[src/rtl/regfile_wb_ctrl.sv]
// regfile_wb_ctrl
// Writeback sequencer for the 8-entry accumulator/register file.
// ALU results and data-memory loads are queued in program order and
// retired one per cycle onto the regfile write port (wen/acc_sel/wa/wd).
// A load reserves its queue slot at issue time and becomes ready when its
// data returns. Only one load may be outstanding at a time.
// Protocol violations set a sticky err flag that clears only on reset.

module regfile_wb_ctrl #(
    parameter int DW    = 8,
    parameter int AW    = 3,
    parameter int DEPTH = 4
) (
    input  logic                 clk,
    input  logic                 reset,
    input  logic                 alu_valid,
    input  logic                 alu_to_rf,
    input  logic [AW-1:0]        alu_addr,
    input  logic [DW-1:0]        alu_data,
    input  logic                 mem_req,
    input  logic                 mem_to_rf,
    input  logic [AW-1:0]        mem_addr,
    input  logic                 mem_rdata_valid,
    input  logic [DW-1:0]        mem_rdata,
    output logic                 wen,
    output logic                 acc_sel,
    output logic [AW-1:0]        wa,
    output logic [DW-1:0]        wd,
    output logic                 stall,
    output logic                 pending_acc,
    output logic [(1<<AW)-1:0]   pending_rf,
    output logic                 err
);

    localparam int PW = (DEPTH > 1) ? $clog2(DEPTH) : 1;
    localparam int CW = $clog2(DEPTH + 1);
    localparam int NR = 1 << AW;
    localparam logic [CW-1:0] FULL_C  = CW'(DEPTH);
    localparam logic [CW-1:0] EMPTY_C = {CW{1'b0}};

    // ------------------------------------------------------------------
    // Queue storage and control state
    // ------------------------------------------------------------------
    logic [DEPTH-1:0]   q_valid_r;
    logic [DEPTH-1:0]   q_ready_r;
    logic [DEPTH-1:0]   q_to_rf_r;
    logic [AW-1:0]      q_addr_r [DEPTH];
    logic [DW-1:0]      q_data_r [DEPTH];

    logic [PW-1:0]      head_r;
    logic [PW-1:0]      tail_r;
    logic [CW-1:0]      count_r;
    logic               load_out_r;
    logic [PW-1:0]      load_ptr_r;
    logic               err_r;

    logic               wen_r;
    logic               acc_sel_r;
    logic [AW-1:0]      wa_r;
    logic [DW-1:0]      wd_r;

    // ------------------------------------------------------------------
    // Combinational decode
    // ------------------------------------------------------------------
    logic               rdata_fire_s;
    logic               rdata_hits_head_s;
    logic               head_ready_s;
    logic               pop_s;
    logic               bypass_s;
    logic               space_s;
    logic               mem_try_s;
    logic               alu_acc_s;
    logic               mem_acc_s;
    logic               enq_s;
    logic               err_set_s;
    logic               retire_s;
    logic               ret_to_rf_s;
    logic [AW-1:0]      ret_addr_s;
    logic [DW-1:0]      ret_data_s;
    logic [CW-1:0]      count_next_s;
    logic               pending_acc_s;
    logic [NR-1:0]      pending_rf_s;

    // Push/pop arbitration: load completion, head readiness, space and errors
    always_comb begin
        rdata_fire_s      = mem_rdata_valid & load_out_r;
        rdata_hits_head_s = rdata_fire_s & (load_ptr_r == head_r);
        // Returning load data may make the head poppable in the same cycle.
        head_ready_s      = q_ready_r[head_r] | rdata_hits_head_s;
        pop_s             = (count_r != EMPTY_C) & head_ready_s;
        // An ALU result into an empty queue retires straight from the inputs.
        bypass_s          = (count_r == EMPTY_C) & alu_valid;
        space_s           = (count_r != FULL_C) | pop_s;
        // A same-cycle data return frees the load slot before the new request.
        mem_try_s         = mem_req & ~alu_valid & ~(load_out_r & ~mem_rdata_valid);
        alu_acc_s         = alu_valid & space_s;
        mem_acc_s         = mem_try_s & space_s;
        enq_s             = (alu_acc_s & ~bypass_s) | mem_acc_s;
        err_set_s         = (alu_valid & mem_req)
                          | (mem_req & load_out_r & ~mem_rdata_valid)
                          | (mem_rdata_valid & ~load_out_r)
                          | (alu_valid & ~space_s)
                          | (mem_try_s & ~space_s);
        count_next_s      = count_r + CW'(enq_s) - CW'(pop_s);
    end

    // Select the entry retiring this cycle (head of queue or bypassed ALU result)
    always_comb begin
        retire_s    = pop_s | bypass_s;
        ret_to_rf_s = 1'b0;
        ret_addr_s  = {AW{1'b0}};
        ret_data_s  = {DW{1'b0}};
        if (bypass_s) begin
            ret_to_rf_s = alu_to_rf;
            ret_addr_s  = alu_addr;
            ret_data_s  = alu_data;
        end else begin
            ret_to_rf_s = q_to_rf_r[head_r];
            ret_addr_s  = q_addr_r[head_r];
            ret_data_s  = rdata_hits_head_s ? mem_rdata : q_data_r[head_r];
        end
    end

    // Hazard flags decoded from registered queue entries only
    always_comb begin
        pending_acc_s = 1'b0;
        pending_rf_s  = {NR{1'b0}};
        for (int i = 0; i < DEPTH; i++) begin
            pending_acc_s = pending_acc_s | (q_valid_r[i] & ~q_to_rf_r[i]);
            for (int j = 0; j < NR; j++) begin
                pending_rf_s[j] = pending_rf_s[j]
                                | (q_valid_r[i] & q_to_rf_r[i] & (q_addr_r[i] == AW'(j)));
            end
        end
    end

    // ------------------------------------------------------------------
    // Sequential state
    // ------------------------------------------------------------------

    // Queue entry storage: load completion, then pop, then push (push wins on a shared slot)
    always_ff @(posedge clk) begin
        if (reset) begin
            q_valid_r <= {DEPTH{1'b0}};
            q_ready_r <= {DEPTH{1'b0}};
            q_to_rf_r <= {DEPTH{1'b0}};
            for (int i = 0; i < DEPTH; i++) begin
                q_addr_r[i] <= {AW{1'b0}};
                q_data_r[i] <= {DW{1'b0}};
            end
        end else begin
            if (rdata_fire_s) begin
                q_data_r[load_ptr_r]  <= mem_rdata;
                q_ready_r[load_ptr_r] <= 1'b1;
            end
            if (pop_s) begin
                q_valid_r[head_r] <= 1'b0;
                q_ready_r[head_r] <= 1'b0;
            end
            if (enq_s) begin
                q_valid_r[tail_r] <= 1'b1;
                q_ready_r[tail_r] <= alu_acc_s;
                q_to_rf_r[tail_r] <= alu_acc_s ? alu_to_rf : mem_to_rf;
                q_addr_r[tail_r]  <= alu_acc_s ? alu_addr  : mem_addr;
                q_data_r[tail_r]  <= alu_acc_s ? alu_data  : {DW{1'b0}};
            end
        end
    end

    // Queue pointers and occupancy
    always_ff @(posedge clk) begin
        if (reset) begin
            head_r  <= {PW{1'b0}};
            tail_r  <= {PW{1'b0}};
            count_r <= EMPTY_C;
        end else begin
            if (pop_s) begin
                head_r <= head_r + PW'(1);
            end
            if (enq_s) begin
                tail_r <= tail_r + PW'(1);
            end
            count_r <= count_next_s;
        end
    end

    // Outstanding-load tracking: a new reservation overrides a same-cycle completion
    always_ff @(posedge clk) begin
        if (reset) begin
            load_out_r <= 1'b0;
            load_ptr_r <= {PW{1'b0}};
        end else if (mem_acc_s) begin
            load_out_r <= 1'b1;
            load_ptr_r <= tail_r;
        end else if (rdata_fire_s) begin
            load_out_r <= 1'b0;
        end else begin
            load_out_r <= load_out_r;
        end
    end

    // Registered write port; wa/wd hold their last value between writes
    always_ff @(posedge clk) begin
        if (reset) begin
            wen_r     <= 1'b0;
            acc_sel_r <= 1'b0;
            wa_r      <= {AW{1'b0}};
            wd_r      <= {DW{1'b0}};
        end else if (retire_s) begin
            wen_r     <= 1'b1;
            acc_sel_r <= ret_to_rf_s;
            wa_r      <= ret_addr_s;
            wd_r      <= ret_data_s;
        end else begin
            wen_r     <= 1'b0;
            acc_sel_r <= 1'b0;
        end
    end

    // Sticky protocol error flag
    always_ff @(posedge clk) begin
        if (reset) begin
            err_r <= 1'b0;
        end else begin
            err_r <= err_r | err_set_s;
        end
    end

    // ------------------------------------------------------------------
    // Outputs
    // ------------------------------------------------------------------
    assign wen         = wen_r;
    assign acc_sel     = acc_sel_r;
    assign wa          = wa_r;
    assign wd          = wd_r;
    assign stall       = (count_r == FULL_C);
    assign pending_acc = pending_acc_s;
    assign pending_rf  = pending_rf_s;
    assign err         = err_r;

endmodule

[config.mk]
export PLATFORM = sky130hd
export DESIGN_NAME = regfile_wb_ctrl
export DESIGN_NICKNAME = d
export VERILOG_FILES = /design/src/rtl/regfile_wb_ctrl.sv
export SDC_FILE = /design/constraint.sdc
export NUM_CORES = 1
export LEC_CHECK = 0
export ABC_AREA = 1
export CORE_AREA = 2 2 121 123
export CTS_CLUSTER_DIAMETER = 150
export DETAILED_ROUTE_END_ITERATION = 10
export DIE_AREA = 0 0 123 125
export SYNTH_ARGS = -nofsm -noshare
export SYNTH_HDL_FRONTEND = slang
export SYNTH_SLANG_ARGS = --single-unit
[constraint.sdc]
create_clock -name clk -period 6 [get_ports clk]
set_clock_uncertainty 0.2 [all_clocks]
set_input_delay 1.2 -clock clk [delete_from_list [all_inputs] [get_ports clk]]
set_output_delay 1.2 -clock clk [all_outputs]
set_load 0.1 [all_outputs]
==> results of run 1 <==
[power by group]
group,switching [mW],internal [mW],leakage [nW]
logic,0.857,0.316,1.49
clock network,0.234,0.367,0.157
registers,0.109,0.723,0.772
total,1.20,1.41,2.41
[routing by layer]
layer	share of wire [%]	routed length, µm	vias to the layer above	GRT usage, %
li1	-	-	2185	-
met1	43	5969	2106	25.01
met2	47	6489	191	29.41
met3	6.8	938	34	3.513
met4	3.0	414	0	9.024
met5	0	0	-	0
[layout by cell type (no fill, tap or decap), drive strengths merged]
cell	n
a21oi	25
a22oi	8
a31oi	4
and3	1
buf	5
bufinv	2
clkbuf	10
clkdlybuf4s50	52
clkinv	4
dfxtp	38
edfxtp	44
fa	1
ha	10
inv	71
nand2	173
nand3	42
nand4	4
nor2	96
nor3	5
o2111ai	1
o211ai	8
o21ai	62
o21bai	1
o221ai	8
o22ai	1
or2	6
xnor2	1
[state kept, by name, summed over array words and instances, names as in the netlist, named ones only]
name and flops:
load_ptr_r 2, load_out_r 1, acc_sel 1, q_valid_r 4, head_r 2, q_addr_r 12, wen 1, tail_r 2
q_to_rf_r 4, err 1, q_data_r 32, wd 8, q_ready_r 4, wa 3, count_r 3
[critical path, cell delays in order]
cell and delay [ns]:
clkdlybuf4s50_1 0.51, nand2_1 0.14, inv_1 0.19, nand3_4 0.25
nand3_4 0.18, nand3_2 0.13, nand2_8 0.18, inv_1 0.06
ha_1 0.27, inv_1 0.04, ha_1 0.18, fa_1 0.38
and3_1 0.19, nor3_1 0.11
[cells in the mapped netlist, types with 3 or more instances]
cell type and instances:
a21oi_1 25, a22oi_1 8, a31oi_1 4, buf_2 5, buf_6 5, clkbuf_1 11
dfxtp_1 38, edfxtp_1 44, ha_1 10, inv_1 64, inv_2 6, nand2_1 158
nand2_2 11, nand2_4 3, nand3_1 36, nand3_4 5, nand4_2 3, nor2_1 94
nor3_1 5, o211ai_1 8, o21ai_0 35, o21ai_1 13, o21ai_2 14, o221ai_1 8
or2_2 6
[per-stage QoR]
step | total power, mW | instance area (µm²) | std cells
floorplan | 1.701 | 4842 | 632
CTS | 2.621 | 5813 | 867
global placement | 2.005 | 5493 | 851
global route | 2.767 | 5813 | 867
finish | 2.606 | 5813 | 867
detailed placement | 2.017 | 5493 | 851
[worst min-delay path by stage]
stage                         to  slack, ns  cells past startpoint
finish              q_valid_r[1]       0.29                      2
global route        q_valid_r[1]       0.31                      2
CTS                 q_valid_r[1]       0.29                      2
detailed placement  q_valid_r[1]       0.28                      2
global placement    q_valid_r[1]       0.28                      2
floorplan           q_valid_r[3]       0.26                      2
[final cells by class]
cell class,instances,area (µm²)
Tap cell,184,230.2
Multi-Input combinational cell,457,2356
Clock buffer,10,229.0
Clock inverter,6,91.34
Inverter,71,266.5
Sequential cell,82,2082
Timing Repair Buffer,57,558.0
Fill cell,1456,8391
[kinds of logic (layout without fill, tap and decap cells)]
kind of cell | Yosys count | count (layout) | synth area share, %
fa+ha+maj | 11 | 11 | 2.997
buf+inv | 93 | 144 | 8.346
simple gates | 327 | 327 | 30.49
flops | 82 | 82 | 43.00
xor+xnor | 1 | 1 | 0.1809
compound gates | 118 | 118 | 14.99
==> out/results.txt, run 1 <==
status: complete, no violations
Starting Density: 34.09%
Num CTS Buffers: 9
Yosys top cell by area: edfxtp_1
post-synth top area share: 27.29%
DR vias: 4516
final-stage net count: 718
P&R area growth vs syn: 20.05%
post-synthesis sequential area ratio: 43.00%
port bufs: 52
via density per instance: 5.209
CTS tree: built
worst reg2reg path endpoint: count_r[2]
Most used DFF post-synth: edfxtp_1
ratio of cells with drive above 1 in the final layout: 10.54%
Total GRT Usage: 18.84%
Die Wd: 123 µm
final wirelength: 13810 µm
final setup margin: 2.039 ns
max-cap violations: 0
initial antenna violation count: 0
CTS Root Cell: clkbuf_16
min Tclk post-route: 3.961 ns
PwrDens: 448.3 nW/µm²
number of synthesis warnings: 0
RSZ-0062 raised after global routing: false
Die H: 125 µm
Max VDD drop: 0.2314 mV
top cells by area, synth: edfxtp_1, dfxtp_1, nand2_1
initial detailed-routing violation count: 414
Post-synth EDFFs: 44
Post-route DRC: 0
leakage: 2.415 nW
Avg WL per Cell: 15.93 µm
Post-DP HPWL: 9505 µm
Post-Synthesis Cell Area: 4842 µm²
Crit path required time: 6.07 ns
CP Capture Type: flip-flop
hold_sp: q_valid_r[1]
Reg-to-Reg Start: head_r[0]
startpoint type of the worst setup path: primary input
GPL Wtd Cong: 0.8911
Avg Inst Size Synth: 7.662 µm²
vias in the first global route: 4314
cts repair resizes: 0
FMAX: 0.2524 GHz
Syn Nets: 672
fin util: 40.93%
Critical Path AT: 4.03 ns
CTS max path bufs: 2
FF-to-FF setup slack: 2.99 ns
clock-pin slew on the worst setup and hold paths: 0.06 ns
Ports: 53
Post-Synthesis Cells: 632
setup_tns: 0 ns
final hold violations: 0
ant diodes: 0
largest net degree at the start of global routing: 27
Slew headroom: 31.03%
Critical Path End: count_r[2]
first-pass GRT wire length: 22070 µm
Final ANT Viol Nets: 0
synth unique cells: 38
Final Hold Slack: 0.2859 ns
pre-CTS setup slack: 1.670 ns
CP startpoint: mem_rdata_valid
Synth Register Bits: 82
R2R cell count: 13
hold buffer count at cts: 0
total core area: 14200 µm²
CP Max Fanout: 17
DRT Pass-1 Iters: 7
TritonCTS Sinks: 82
Post-synth ARST share: 0%
total congestion overflow: 0
CTS H-tree depth: 3
Crit Path Class: in -> reg
Worst Max-Slew Pin Slew: 1.031 ns
row cnt: 44
clk_lat worst skew: 0.35 ns
# Post-CTS Setup Buffers: 0
Hold Path Class: reg -> reg
period utilization: 66.02%
die area: 15380 µm²
final setup fails: 0
Max Slew Vio Count: 0
Power figures use the tool's default switching activity.
==> run 2: changes to the inputs <==
- clock period: 6 -> 3.4 ns (I/O delays scaled with it)
==> out/results.txt, run 2 (same netlist as run 1, synthesis figures left out) <==
status: complete, no violations
total congestion overflow: 0 (unchanged)
DRT Pass-1 Iters: 5 (-2)
Post-DP HPWL: 9525 µm (+0.20%)
ratio of cells with drive above 1 in the final layout: 15.37% (+4.8 points)
final setup fails: 0 (unchanged)
max-cap violations: 0 (unchanged)
Filler cells: 1447 (-0.62%)
Avg WL per Cell: 15.49 µm (-2.7%)
Ports: 53 (unchanged)
Max Slew Vio Count: 0 (unchanged)
Slew headroom: 52.48% (+21 points)
worst path cell trace: clkdlybuf4s50_1 > nand2_1 > inv_1 > nand3_4 > nand3_4 > nand3_2 > nand2_8 > inv_1 > ha_1 > inv_1 > ha_1 > fa_1 > and3_1 > nor3_1
GPL Wtd Cong: 0.8886 (-0.28%)
largest net degree at the start of global routing: 23 (-15%)
Crit path required time: 3.47 ns (-2.60 ns)
TritonCTS Sinks: 82 (unchanged)
Total GRT Usage: 18.44% (-0.40 points)
CP Capture Type: flip-flop
Die Wd: 123 µm (unchanged)
ant diodes: 0 (unchanged)
CP Max Fanout: 4 (-13)
cell mode on critical path: inv_1
period utilization: 87.84%
clk_lat worst skew: 0.34 ns (about the same)
critical path's slowest cell: clkdlybuf4s50_1
leakage: 2.498 nW (+3.5%)
total core area: 14200 µm² (unchanged)
setup_tns: 0 ns (unchanged)
hold buffer count at cts: 0 (unchanged)
DR vias: 4365 (-3.3%)
CTS tree: built
CP peak stage delay: 0.51 ns (about the same)
Final ANT Viol Nets: 0 (unchanged)
most frequent cells in the layout: nand2_1, nor2_1, inv_1, edfxtp_1, buf_4
Register Area: 2082 µm² (unchanged)
startpoint type of the worst setup path: primary input
PwrDens: 776.4 nW/µm² (+73%)
port bufs: 52 (unchanged)
Critical Path AT: 3.05 ns (-0.98 ns)
initial antenna violation count: 0 (unchanged)
initial detailed-routing violation count: 332 (-20%)
Num CTS Buffers: 9 (unchanged)
CTS H-tree depth: 3 (unchanged)
CTS max path bufs: 2 (unchanged)
row cnt: 44 (unchanged)
die area: 15380 µm² (unchanged)
final-stage net count: 731 (+1.8%)
first-pass GRT wire length: 21580 µm (-2.3%)
area of the multi-input gates: 2359 µm² (+0.11%)
clock-pin slew on the worst setup and hold paths: 0.06 ns (about the same)
CTS Root Cell: clkbuf_16
via density per instance: 4.960 (-4.8%)
Worst Max-Slew Pin Slew: 0.7118 ns (-0.3190 ns)
Biggest register: q_data_r
final wirelength: 13630 µm (-1.3%)
commonest non-fill, non-tap cell in the layout: nand2_1
max FFs per register: 32 (unchanged)
P&R area growth vs syn: 19.97% (about the same)
Post-route DRC: 0 (unchanged)
final hold violations: 0 (unchanged)
Hold Path Class: reg -> reg
Die H: 125 µm (unchanged)
RSZ-0062 raised after global routing: false
FMAX: 0.3348 GHz
# Post-CTS Setup Buffers: 0 (unchanged)
Crit Path Class: in -> reg
Starting Density: 34.09% (unchanged)
vias in the first global route: 4174 (-3.2%)
Max VDD drop: 0.3059 mV (+32%)
Final Total Pwr: 4.510 mW (+73%)
cts repair resizes: 0 (unchanged)
min Tclk post-route: 2.987 ns
==> run 2: final timing paths <==
check | start | endpoint | slack [ns] | cells after the start
worst max register to register | head_r[0] | count_r[2] | 0.54 | 14
worst min-delay path | q_to_rf_r[1] | q_to_rf_r[1] | 0.29 | 2
worst min register to register | q_to_rf_r[1] | q_to_rf_r[1] | 0.29 | 2
worst max-delay path | mem_rdata_valid | count_r[2] | 0.41 | 14
==> run 2: worst max-delay path, delay by kind of cell <==
kind | cells | cell delay [ns]
buffers and inverters | 4 | 0.74
adders and majority gates | 3 | 0.81
and+or+nand+nor | 7 | 0.82
==> run 2: layout make-up <==
cell class / instances / area share (%)
clock buffers: 14 / 4.566
clock inverters: 2 / 0.1938
inverters: 71 / 4.588
multi-input cells: 457 / 40.60
flip-flops and latches: 82 / 35.84
well taps: 184 / 3.963
repair buffers: 70 / 10.25
==> run 2: routing by layer <==
layer,up-vias,global-route usage [%],share of wire (%)
met4,0,8.088,3.3
met5,-,0,0
met2,168,27.88,45
met3,36,4.197,7.0
li1,2203,-,-
met1,1958,25.11,44
==> run 2: power by group <==
part	switching [mW]	internal, mW	total, mW
clock network	0.389	0.540	0.929
logic	1.53	0.581	2.11
registers	0.191	1.28	1.47
total	2.11	2.40	4.51
==> run 2: through the flow <==
step | cells | worst slack [ns] | hold slack (ns) | instance area [µm²] | util (%)
after floorplan | 632 | 0.1562 | 0.2564 | 4845 | -
after global placement | 864 | 0.1429 | 0.2775 | 5533 | 38.95
after detailed placement | 864 | 0.06388 | 0.2793 | 5533 | 38.95
after CTS | 880 | 0.4209 | 0.2901 | 5809 | 40.90
after global routing | 880 | 0.2890 | 0.3136 | 5809 | 40.90
final | 880 | 0.4133 | 0.2913 | 5809 | 40.90
